===== src/rtl/excit_period_seq_if.sv =====
// excit_period_seq_if: handshake, DDS data and status signals of the excitation/sample sequencer.
interface excit_period_seq_if #(
    parameter int DW    = 14,
    parameter int CNT_W = 8,
    parameter int CH_W  = 4
) ();
    logic             Sync;
    logic             EnExcit;
    logic [DW-1:0]    DDSIn;
    logic [DW-1:0]    DDSOut;
    logic [CNT_W-1:0] periodCnt;
    logic [CH_W-1:0]  chIdx;
    logic             sampleEn;
    logic             chAdvance;
    logic             frameDone;
    logic             busy;

    modport master (
        output Sync, EnExcit, DDSIn,
        input  DDSOut, periodCnt, chIdx, sampleEn, chAdvance, frameDone, busy
    );

    modport slave (
        input  Sync, EnExcit, DDSIn,
        output DDSOut, periodCnt, chIdx, sampleEn, chAdvance, frameDone, busy
    );
endinterface


===== src/rtl/excit_period_seq.sv =====
// excit_period_seq: counts Sync ticks into periods, steps the excitation channel and emits sample window/strobes.
// Define HOLD_ZERO_EN to hold DDSOut at mid-scale in IDLE and during the leading zero slots of each period.
module excit_period_seq #(
    parameter int DW           = 14,
    parameter int CNT_W        = 8,
    parameter int PERIOD       = 9,
    parameter int ZERO_SLOTS   = 1,
    parameter int SAMPLE_START = 2,
    parameter int SAMPLE_LEN   = 4,
    parameter int NUM_CH       = 12,
    parameter int CH_W         = 4
) (
    input logic               Clk,
    input logic               Rst,
    excit_period_seq_if.slave bus
);
    localparam logic [DW-1:0]    ZERO     = DW'(1) << (DW - 1);
    localparam logic [CNT_W-1:0] LAST_CNT = CNT_W'(PERIOD);
    localparam logic [CNT_W-1:0] ZS       = CNT_W'(ZERO_SLOTS);
    localparam logic [CNT_W-1:0] WIN_LO   = CNT_W'(SAMPLE_START);
    localparam logic [CNT_W-1:0] WIN_HI   = CNT_W'(SAMPLE_START + SAMPLE_LEN - 1);
    localparam logic [CH_W-1:0]  LAST_CH  = CH_W'(NUM_CH - 1);

    generate
        if (SAMPLE_START + SAMPLE_LEN - 1 > PERIOD || ZERO_SLOTS > SAMPLE_START ||
            PERIOD >= 2 ** CNT_W || NUM_CH > 2 ** CH_W || NUM_CH < 1) begin : g_bad_params
            $error("excit_period_seq: inconsistent parameters");
        end
    endgenerate

    typedef enum logic [1:0] {IDLE, RUN, DRAIN} state_t;

    state_t           state, state_n;
    logic [CNT_W-1:0] cnt_n;
    logic [CH_W-1:0]  ch_n;
    logic             adv_n, frame_n, win_n, wrap;
    logic [DW-1:0]    dds_n;

    assign wrap = bus.periodCnt == LAST_CNT;

    always_comb begin
        state_n = state;
        cnt_n   = bus.periodCnt;
        ch_n    = bus.chIdx;
        adv_n   = 1'b0;
        frame_n = 1'b0;
        case (state)
            IDLE: begin
                cnt_n   = '0;
                ch_n    = '0;
                state_n = bus.EnExcit ? RUN : IDLE;
            end
            RUN: begin
                if (bus.Sync) begin
                    cnt_n   = wrap ? '0 : bus.periodCnt + 1'b1;
                    adv_n   = wrap;
                    frame_n = wrap && bus.chIdx == LAST_CH;
                    ch_n    = !wrap ? bus.chIdx : frame_n ? '0 : bus.chIdx + 1'b1;
                end
                state_n = bus.EnExcit ? RUN : DRAIN;
            end
            default: begin
                // Draining finishes the period silently; re-enable resumes RUN where it stands
                if (bus.Sync)
                    cnt_n = wrap ? '0 : bus.periodCnt + 1'b1;
                if (bus.Sync && wrap && !bus.EnExcit) begin
                    ch_n    = '0;
                    state_n = IDLE;
                end else begin
                    state_n = bus.EnExcit ? RUN : DRAIN;
                end
            end
        endcase
    end

    assign win_n = state_n == RUN && cnt_n >= WIN_LO && cnt_n <= WIN_HI;

`ifdef HOLD_ZERO_EN
    assign dds_n = (state_n == IDLE || cnt_n < ZS) ? ZERO : bus.DDSIn;
`else
    assign dds_n = bus.DDSIn;
`endif

    always_ff @(posedge Clk or negedge Rst) begin
        if (!Rst) begin
            state         <= IDLE;
            bus.periodCnt <= '0;
            bus.chIdx     <= '0;
            bus.sampleEn  <= 1'b0;
            bus.chAdvance <= 1'b0;
            bus.frameDone <= 1'b0;
            bus.busy      <= 1'b0;
            bus.DDSOut    <= ZERO;
        end else begin
            state         <= state_n;
            bus.periodCnt <= cnt_n;
            bus.chIdx     <= ch_n;
            bus.sampleEn  <= win_n;
            bus.chAdvance <= adv_n;
            bus.frameDone <= frame_n;
            bus.busy      <= state_n != IDLE;
            bus.DDSOut    <= dds_n;
        end
    end
endmodule


===== src/flat_wrapper.sv =====
// flat-port wrapper written by rule: the top's interface ports become plain ports
module excit_period_seq_flat 
#(
    parameter int DW           = 14,
    parameter int CNT_W        = 8,
    parameter int PERIOD       = 9,
    parameter int ZERO_SLOTS   = 1,
    parameter int SAMPLE_START = 2,
    parameter int SAMPLE_LEN   = 4,
    parameter int NUM_CH       = 12,
    parameter int CH_W         = 4
)
  (Clk, Rst, bus_Sync, bus_EnExcit, bus_DDSIn, bus_DDSOut, bus_periodCnt, bus_chIdx, bus_sampleEn, bus_chAdvance, bus_frameDone, bus_busy);
  excit_period_seq_if #(.DW(DW), .CNT_W(CNT_W), .CH_W(CH_W)) bus_i ();
  input logic Clk;
  input logic Rst;
  input wire logic [$bits(bus_i.Sync)-1:0] bus_Sync;
  input wire logic [$bits(bus_i.EnExcit)-1:0] bus_EnExcit;
  input wire logic [$bits(bus_i.DDSIn)-1:0] bus_DDSIn;
  output wire logic [$bits(bus_i.DDSOut)-1:0] bus_DDSOut;
  output wire logic [$bits(bus_i.periodCnt)-1:0] bus_periodCnt;
  output wire logic [$bits(bus_i.chIdx)-1:0] bus_chIdx;
  output wire logic [$bits(bus_i.sampleEn)-1:0] bus_sampleEn;
  output wire logic [$bits(bus_i.chAdvance)-1:0] bus_chAdvance;
  output wire logic [$bits(bus_i.frameDone)-1:0] bus_frameDone;
  output wire logic [$bits(bus_i.busy)-1:0] bus_busy;
  assign bus_i.Sync = bus_Sync;
  assign bus_i.EnExcit = bus_EnExcit;
  assign bus_i.DDSIn = bus_DDSIn;
  assign bus_DDSOut = bus_i.DDSOut;
  assign bus_periodCnt = bus_i.periodCnt;
  assign bus_chIdx = bus_i.chIdx;
  assign bus_sampleEn = bus_i.sampleEn;
  assign bus_chAdvance = bus_i.chAdvance;
  assign bus_frameDone = bus_i.frameDone;
  assign bus_busy = bus_i.busy;
  excit_period_seq #(.DW(DW), .CNT_W(CNT_W), .PERIOD(PERIOD), .ZERO_SLOTS(ZERO_SLOTS), .SAMPLE_START(SAMPLE_START), .SAMPLE_LEN(SAMPLE_LEN), .NUM_CH(NUM_CH), .CH_W(CH_W)) u_core (.Clk(Clk), .Rst(Rst), .bus(bus_i));
endmodule

===== config.mk =====
export PLATFORM = sky130hd
export DESIGN_NAME = excit_period_seq_flat
export DESIGN_NICKNAME = d
export VERILOG_FILES = /design/src/rtl/excit_period_seq_if.sv /design/src/rtl/excit_period_seq.sv /design/src/flat_wrapper.sv
export SDC_FILE = /design/constraint.sdc
export NUM_CORES = 1
export LEC_CHECK = 0
export CORE_MARGIN = 2
export CORE_UTILIZATION = 39
export DETAILED_ROUTE_END_ITERATION = 8
export PLACE_DENSITY = 0.74
export REMOVE_ABC_BUFFERS = 1
export SLEW_MARGIN = 20
export SYNTH_ARGS = -nofsm -noshare
export SYNTH_HDL_FRONTEND = slang
export SYNTH_SLANG_ARGS = --single-unit
export TNS_END_PERCENT = 100

===== constraint.sdc =====
create_clock -name Clk -period 1.5 [get_ports Clk]
set_input_delay 0.225 -clock Clk [delete_from_list [all_inputs] [get_ports Clk]]
set_output_delay 0.225 -clock Clk [all_outputs]
set_load 0.02 [all_outputs]

==> results of run 1 <==
[synthesized netlist by cell type (2+ instances only)]
cell      instances  area share [%]
nor2_1           10             2.9
nand3b_1          2             1.2
nand3_1           5             1.9
a21oi_1           2            0.77
buf_2             2            0.77
dfrtp_1          31              60
nand2_1           6             1.7
inv_1             4             1.2
xor2_1            4             2.7
nor3_1            3             1.2
xnor2_1           4             2.7
ha_1              3             2.9
[cell type report]
class	count	share of cell area (%)
Sequential cell	32	37.0
Timing Repair Buffer	75	30.2
Multi-Input combinational cell	65	26.9
Clock buffer	8	2.70
Tap cell	44	2.53
Inverter	4	0.690
[power by group through the flow]
stage	clock network (W)	logic, W	registers [W]
floorplan	0	0.000120	0.00103
global placement	0	0.000436	0.000960
detailed placement	0	0.000452	0.000962
CTS	0.000522	0.000454	0.000950
global route	0.000575	0.000557	0.000959
finish	0.000510	0.000519	0.000951
[how the worst min path moves through the flow]
stage / depth (start not counted) / startpoint / endpoint / slack (ns)
after floorplan: 0 / Rst / u_core.bus.DDSOut[0] / -0.07
after global placement: 2 / u_core.state[0] / u_core.bus.busy / 0.52
after detailed placement: 2 / u_core.state[0] / u_core.bus.busy / 0.53
after CTS: 2 / Rst / u_core.bus.periodCnt[6] / 0.29
after global routing: 1 / bus_DDSIn[13] / u_core.bus.DDSOut[13] / 0.28
final: 2 / Rst / u_core.state[1] / 0.28
[per-stage QoR]
stage | power [W] | setup TNS [ns] | cells | util, %
4_1_cts | 0.00193 | -0.323 | 222 | 65.2
5_1_grt | 0.00209 | -0.885 | 228 | 69.6
2_1_floorplan | 0.00115 | -2.23 | 101 | -
6_report | 0.00198 | -0.286 | 228 | 69.6
3_3_place_gp | 0.00140 | -2.11 | 213 | 62.8
3_5_place_dp | 0.00141 | -2.96 | 213 | 62.8
[placed cells by master, fill, tap and decap left out, drive strengths merged, types with 3 or more instances in the layout]
cell type and count:
xor2 4, nor2 10, xnor2 4, inv 4
nand2 7, clkbuf 12, ha 3, dfrtp 31
clkdlybuf4s50 17, dlygate4sd2 21, nand3 5, buf 29
nor3 4, dlymetal6s2s 4
[cell families after synthesis]
kind of cell / after synthesis / share of synthesized area, %
fa+ha+maj: 3 / 2.88
xor+xnor: 8 / 5.37
simple gates: 40 / 17.7
buf+inv: 8 / 2.78
mux: 2 / 1.63
compound gates: 12 / 8.16
flops: 32 / 61.5
[registers in the layout, summed over array words and instances, names as in the netlist]
name                  count
u_core.bus.DDSOut        14
u_core.bus.periodCnt      8
u_core.bus.chIdx          4
u_core.state              2
u_core.bus.busy           1
u_core.bus.chAdvance      1
u_core.bus.frameDone      1
u_core.bus.sampleEn       1
[what timing repair did]
item                                   4_1_cts  5_1_grt
hold buffers                                 0        0
pin swaps                                    1       14
setup buffers                                1        5
resized for setup                           40       31
setup endpoints to repair                   43       25
endpoints found under the hold margin        0        0
gates cloned                                 0        1
[per-layer routing]
metal  vias up  track usage [%]
li1        516                -
met1       558             24.2
met2        29             34.9
met3         9             6.42
met4         0             9.42
met5         -                0
[worst max-delay path: stages, from the launching register on]
cell and delay (ns):
dfrtp_1 0.43, ha_2 0.21, buf_6 0.12, xor2_2 0.14, mux2i_1 0.20, xnor2_1 0.13
a2111oi_2 0.29
==> results.py, run 1 <==
metrics = {
    "global_route": {
        "grt_max_degree": 33,
        "track_usage_pct": 20.7,
        "overflow": 0,
        "grt_pass1_wl_um": 5460,
        "antenna_found_initial": 0,
        "grt_pass1_vias": 1150,
    },
    "routing": {
        "met2_wirelength_um": 1860,
        "first_pass_iters": 4,
        "drc": 0,
        "wl_met1_um": 1380,
        "ant_nets": 0,
        "drt_iter0_markers": 33,
        "num_vias": 1112,
        "top_layer": "met4",
        "drt-total-wl_um": 3460,
        "post_drt_wl_per_cell_um": 15.2,
        "dr_wl_met3_um": 140,
        "via_per_inst": 4.88,
    },
    "floorplan": {
        "dieWidth_um": 61.8,
        "fp.coreArea_um2": 3130,
        "start_util_pct": 41.7,
        "die-area_um2": 3820,
        "io_pins": 48,
        "die_y_um": 61.8,
        "rows": 20,
    },
    "setup_path": {
        "rr_endpoint": "u_core.bus.sampleEn",
        "end_kind": "register",
        "reg2reg_from": "u_core.bus.periodCnt[0]",
        "cp_max_fo": 3,
        "worstPathRequired_ns": 1.73,
        "arrival_ns": 1.86,
        "reg2reg_slack_ns": -0.12,
        "worstSetupStartpointType": "register",
        "crit_end": "u_core.bus.sampleEn",
        "reg2reg_depth": 6,
        "cp-startpoint": "u_core.bus.periodCnt[0]",
        "crit_type": "reg -> reg",
    },
    "yosys": {
        "seq_area_frac_synth_pct": 61.5,
        "synthCells": 105,
        "synth_flop_cell": "dfrtp_1",
        "synth_area_um2": 1300,
        "synth_cell_types": 41,
        "async_reset_ff_share_pct": 100,
        "synth-seq-cells": 32,
        "syn_area_per_cell_um2": 12.4,
        "synth_edf_count": 0,
        "yosysWarnings": 0,
    },
    "sta": {
        "whs_ns": 0.281,
        "rsz0062_at_grt": "true",
        "worstMarginPinSlew_ns": 0.404,
        "fmax_ghz": 0.616,
        "fin_ws_ns": -0.123,
        "relSlewSlack_pct": 73.1,
        "post-route-period-util_pct": 108,
        "hold_violations": 0,
        "fin_worst_skew_ns": 0.00700,
        "setup_violations": 5,
        "fin_crit_ns": 1.62,
        "drv_slew": 0,
    },
    "layout": {
        "area.sequential_um2": 805,
        "fin_nets": 204,
        "drive_gt1_share_pct": 37.0,
        "area_growth_pct": 67.0,
        "fill_cells": 247,
        "diodes": 0,
        "design_area_um2": 2180,
        "multi_input_area_um2": 586,
    },
    "power": {
        "power_switching_w": 0.000572,
        "peakVddDrop_mv": 0.610,
        "p_int_w": 0.00141,
        "leakage_nw": 1.06,
        "power_frac_seq_pct": 48.0,
        "switching_share_pct": 28.9,
        "power_density_nw_per_um2": 909,
        "combPwrFrac_pct": 26.2,
        "clkPwrFrac_pct": 25.7,
    },
    "job": {
        "maxCapViolCount": 0,
    },
    "cts": {
        "cts_tree": "yes",
        "numCtsBuffers": 5,
        "clock_latency_ns": 0.34,
        "max-clock-path-buffers": 2,
        "cts.sink_count": 32,
        "cts.clk_slew.worst_paths_ns": 0.09,
        "clockRootBuffer": "clkbuf_4",
        "h-tree-depth": 2,
    },
    "run_status": {
        "status": "finished, violations left",
        "violations": "setup timing",
    },
    "place": {
        "io_buffer_count": 47,
        "gp_congestion": 0.815,
        "placed_area_um2": 1970,
        "pre_cts_ws_ns": -0.325,
        "dpl.hpwl_um": 2470,
    },
    "min_path": {
        "hold_class": "in -> async",
    },
}
Power figures use the tool's default switching activity.
==> inputs of run 2 (changes only) <==
Settings changed: CAP_MARGIN from default to 20.
==> results of run 2 <==
Final layout, timing and power as in run 1 (identical DEF).
==> variant, RTL diff (settings of run 1) <==
Re-encode `state_t` (3 states) as one-hot, 3 bits wide.
--- a/src/rtl/excit_period_seq.sv
+++ b/src/rtl/excit_period_seq.sv
@@ -28,7 +28,7 @@
         end
     endgenerate
 
-    typedef enum logic [1:0] {IDLE, RUN, DRAIN} state_t;
+    typedef enum logic [2:0] {IDLE = 3'b001, RUN = 3'b010, DRAIN = 3'b100} state_t;
 
     state_t           state, state_n;
     logic [CNT_W-1:0] cnt_n;
Behaviour: same outputs for any inputs over 10 cycles, from zero or initial values and one cycle with Rst low; not proved beyond that.
==> variant against run 1 <==
Largest cell class unchanged. Hold slack got worse by 32 ps. First-iteration DRC count grew 24%. Design area fell by 3.1%. Worst setup slack lost 6.5 ps. Area after synthesis grew 3.4%. Wire length down 11%. The flow still finishes with violations (negative setup slack). Sequential cell count grew 1. Non-clock buffer count shrank 7.
Power is not compared: it rests on default switching activity, and its combinational part moved more than twofold at a synthesized area within 25%.
==> variant: results (changes against run 1) <==
stage,metric,value,unit,change
worst_setup_path,critPathMaxFanout,4,,+1
timing,setup-tns-final,-628,ps,-341 ps
timing,setup_viol,14,,+9
finish,area_of_the_multi_input_gates,509,sq um,-13%
finish,share_of_post_route_cells_with_drive_strength_above_1,24.6,%,-12 points
drt,initialDrtViolationCount,41,,+24%
timing,slew_headroom,74.4,%,+1.4 points
drt,routedWlPerCell,13.7,um,-9.9%
finish,layout.cell_area.non_filler,2110,sq um,-3.1%
clock_network,worstSkewPairLatency,320,ps,-20 ps
synth,yosys.area_share.adder,2.79,%,-0.094 points
finish,seqCellArea,828,sq um,+3.0%
placed_design,dpl_wire_length,2.34,mm,-5.1%
finish,comb.multi_input.count,66,,+1.5%
worst_setup_path,worst_r2r_startpoint,u_core.bus.periodCnt[4],,
finish,layout.buffer.nonclock.area_share,30.7,%,+0.49 points
global_route,global_route_wire_length_before_repair,5.18,mm,-5.2%
finish,final.fill_count,284,,+15%
timing,fin_hold_ws,250,ps,-31.5 ps
run_status,outcome,"finished, violations left",,
worst_setup_path,critical_path.reg2reg.endpoint,u_core.bus.chIdx[3],,
finish,clockBufferCount,6,,-2
synth,synth_seq_cells,33,,+3.1%
worst_setup_path,critPathTopFamily,simple AND/OR/NAND/NOR gates,,
finish,layoutNonFillerInstCount,225,,-1.3%
floorplanning,core_area,3340,sq um,+6.7%
global_route,grt_util_met3,4.50,%,-1.9 points
placed_design,number_of_cells_in_the_design_after_placement,217,,+1.9%
synth,synth_compound_gate_area_share,9.10,%,+0.94 points
synth,seq_area_frac_synth,61.5,%,about the same
synth,muxShareOfSynthArea,0.743,%,-0.89 points
worst_setup_path,cp.arrival,1840,ps,-20 ps
timing,setup_ws,-130,ps,-6.49 ps
power,finalPower,2.81,mW,
synth,post_synth_num_cell_types,38,,-7.3%
run_status,failed_checks,negative setup slack,,
finish,clock_area_share,2.43,%,-0.27 points
worst_setup_path,reg2reg_depth,4,,-2
-- variant: cell count changes in the layout (fill, tap and decap cells not counted), moves of 3 or more --
| cell | change |
|---|---|
| sky130_fd_sc_hd__dlymetal6s2s_1 | +6 |
| sky130_fd_sc_hd__buf_4 | -5 |
| sky130_fd_sc_hd__clkbuf_2 | -4 |
| sky130_fd_sc_hd__nand2_1 | -4 |
| sky130_fd_sc_hd__nor2_1 | -4 |
| sky130_fd_sc_hd__nor3_2 | -4 |
| sky130_fd_sc_hd__buf_6 | -3 |
-- variant: what timing repair did --
item | 4_1_cts | 5_1_grt
gates resized for setup | 33 | 11
setup endpoints to repair | 34 | 27
buffers inserted | 0 | 0
pin swaps | 10 | 3
-- variant: metal layers --
| metal | vias to the layer above | part of all wire, % |
|---|---|---|
| met1 | 540 | 45 |
| li1 | 523 | - |
| met2 | 51 | 48 |
| met5 | - | 0 |
| met3 | 4 | 5.7 |
| met4 | 0 | 1.1 |
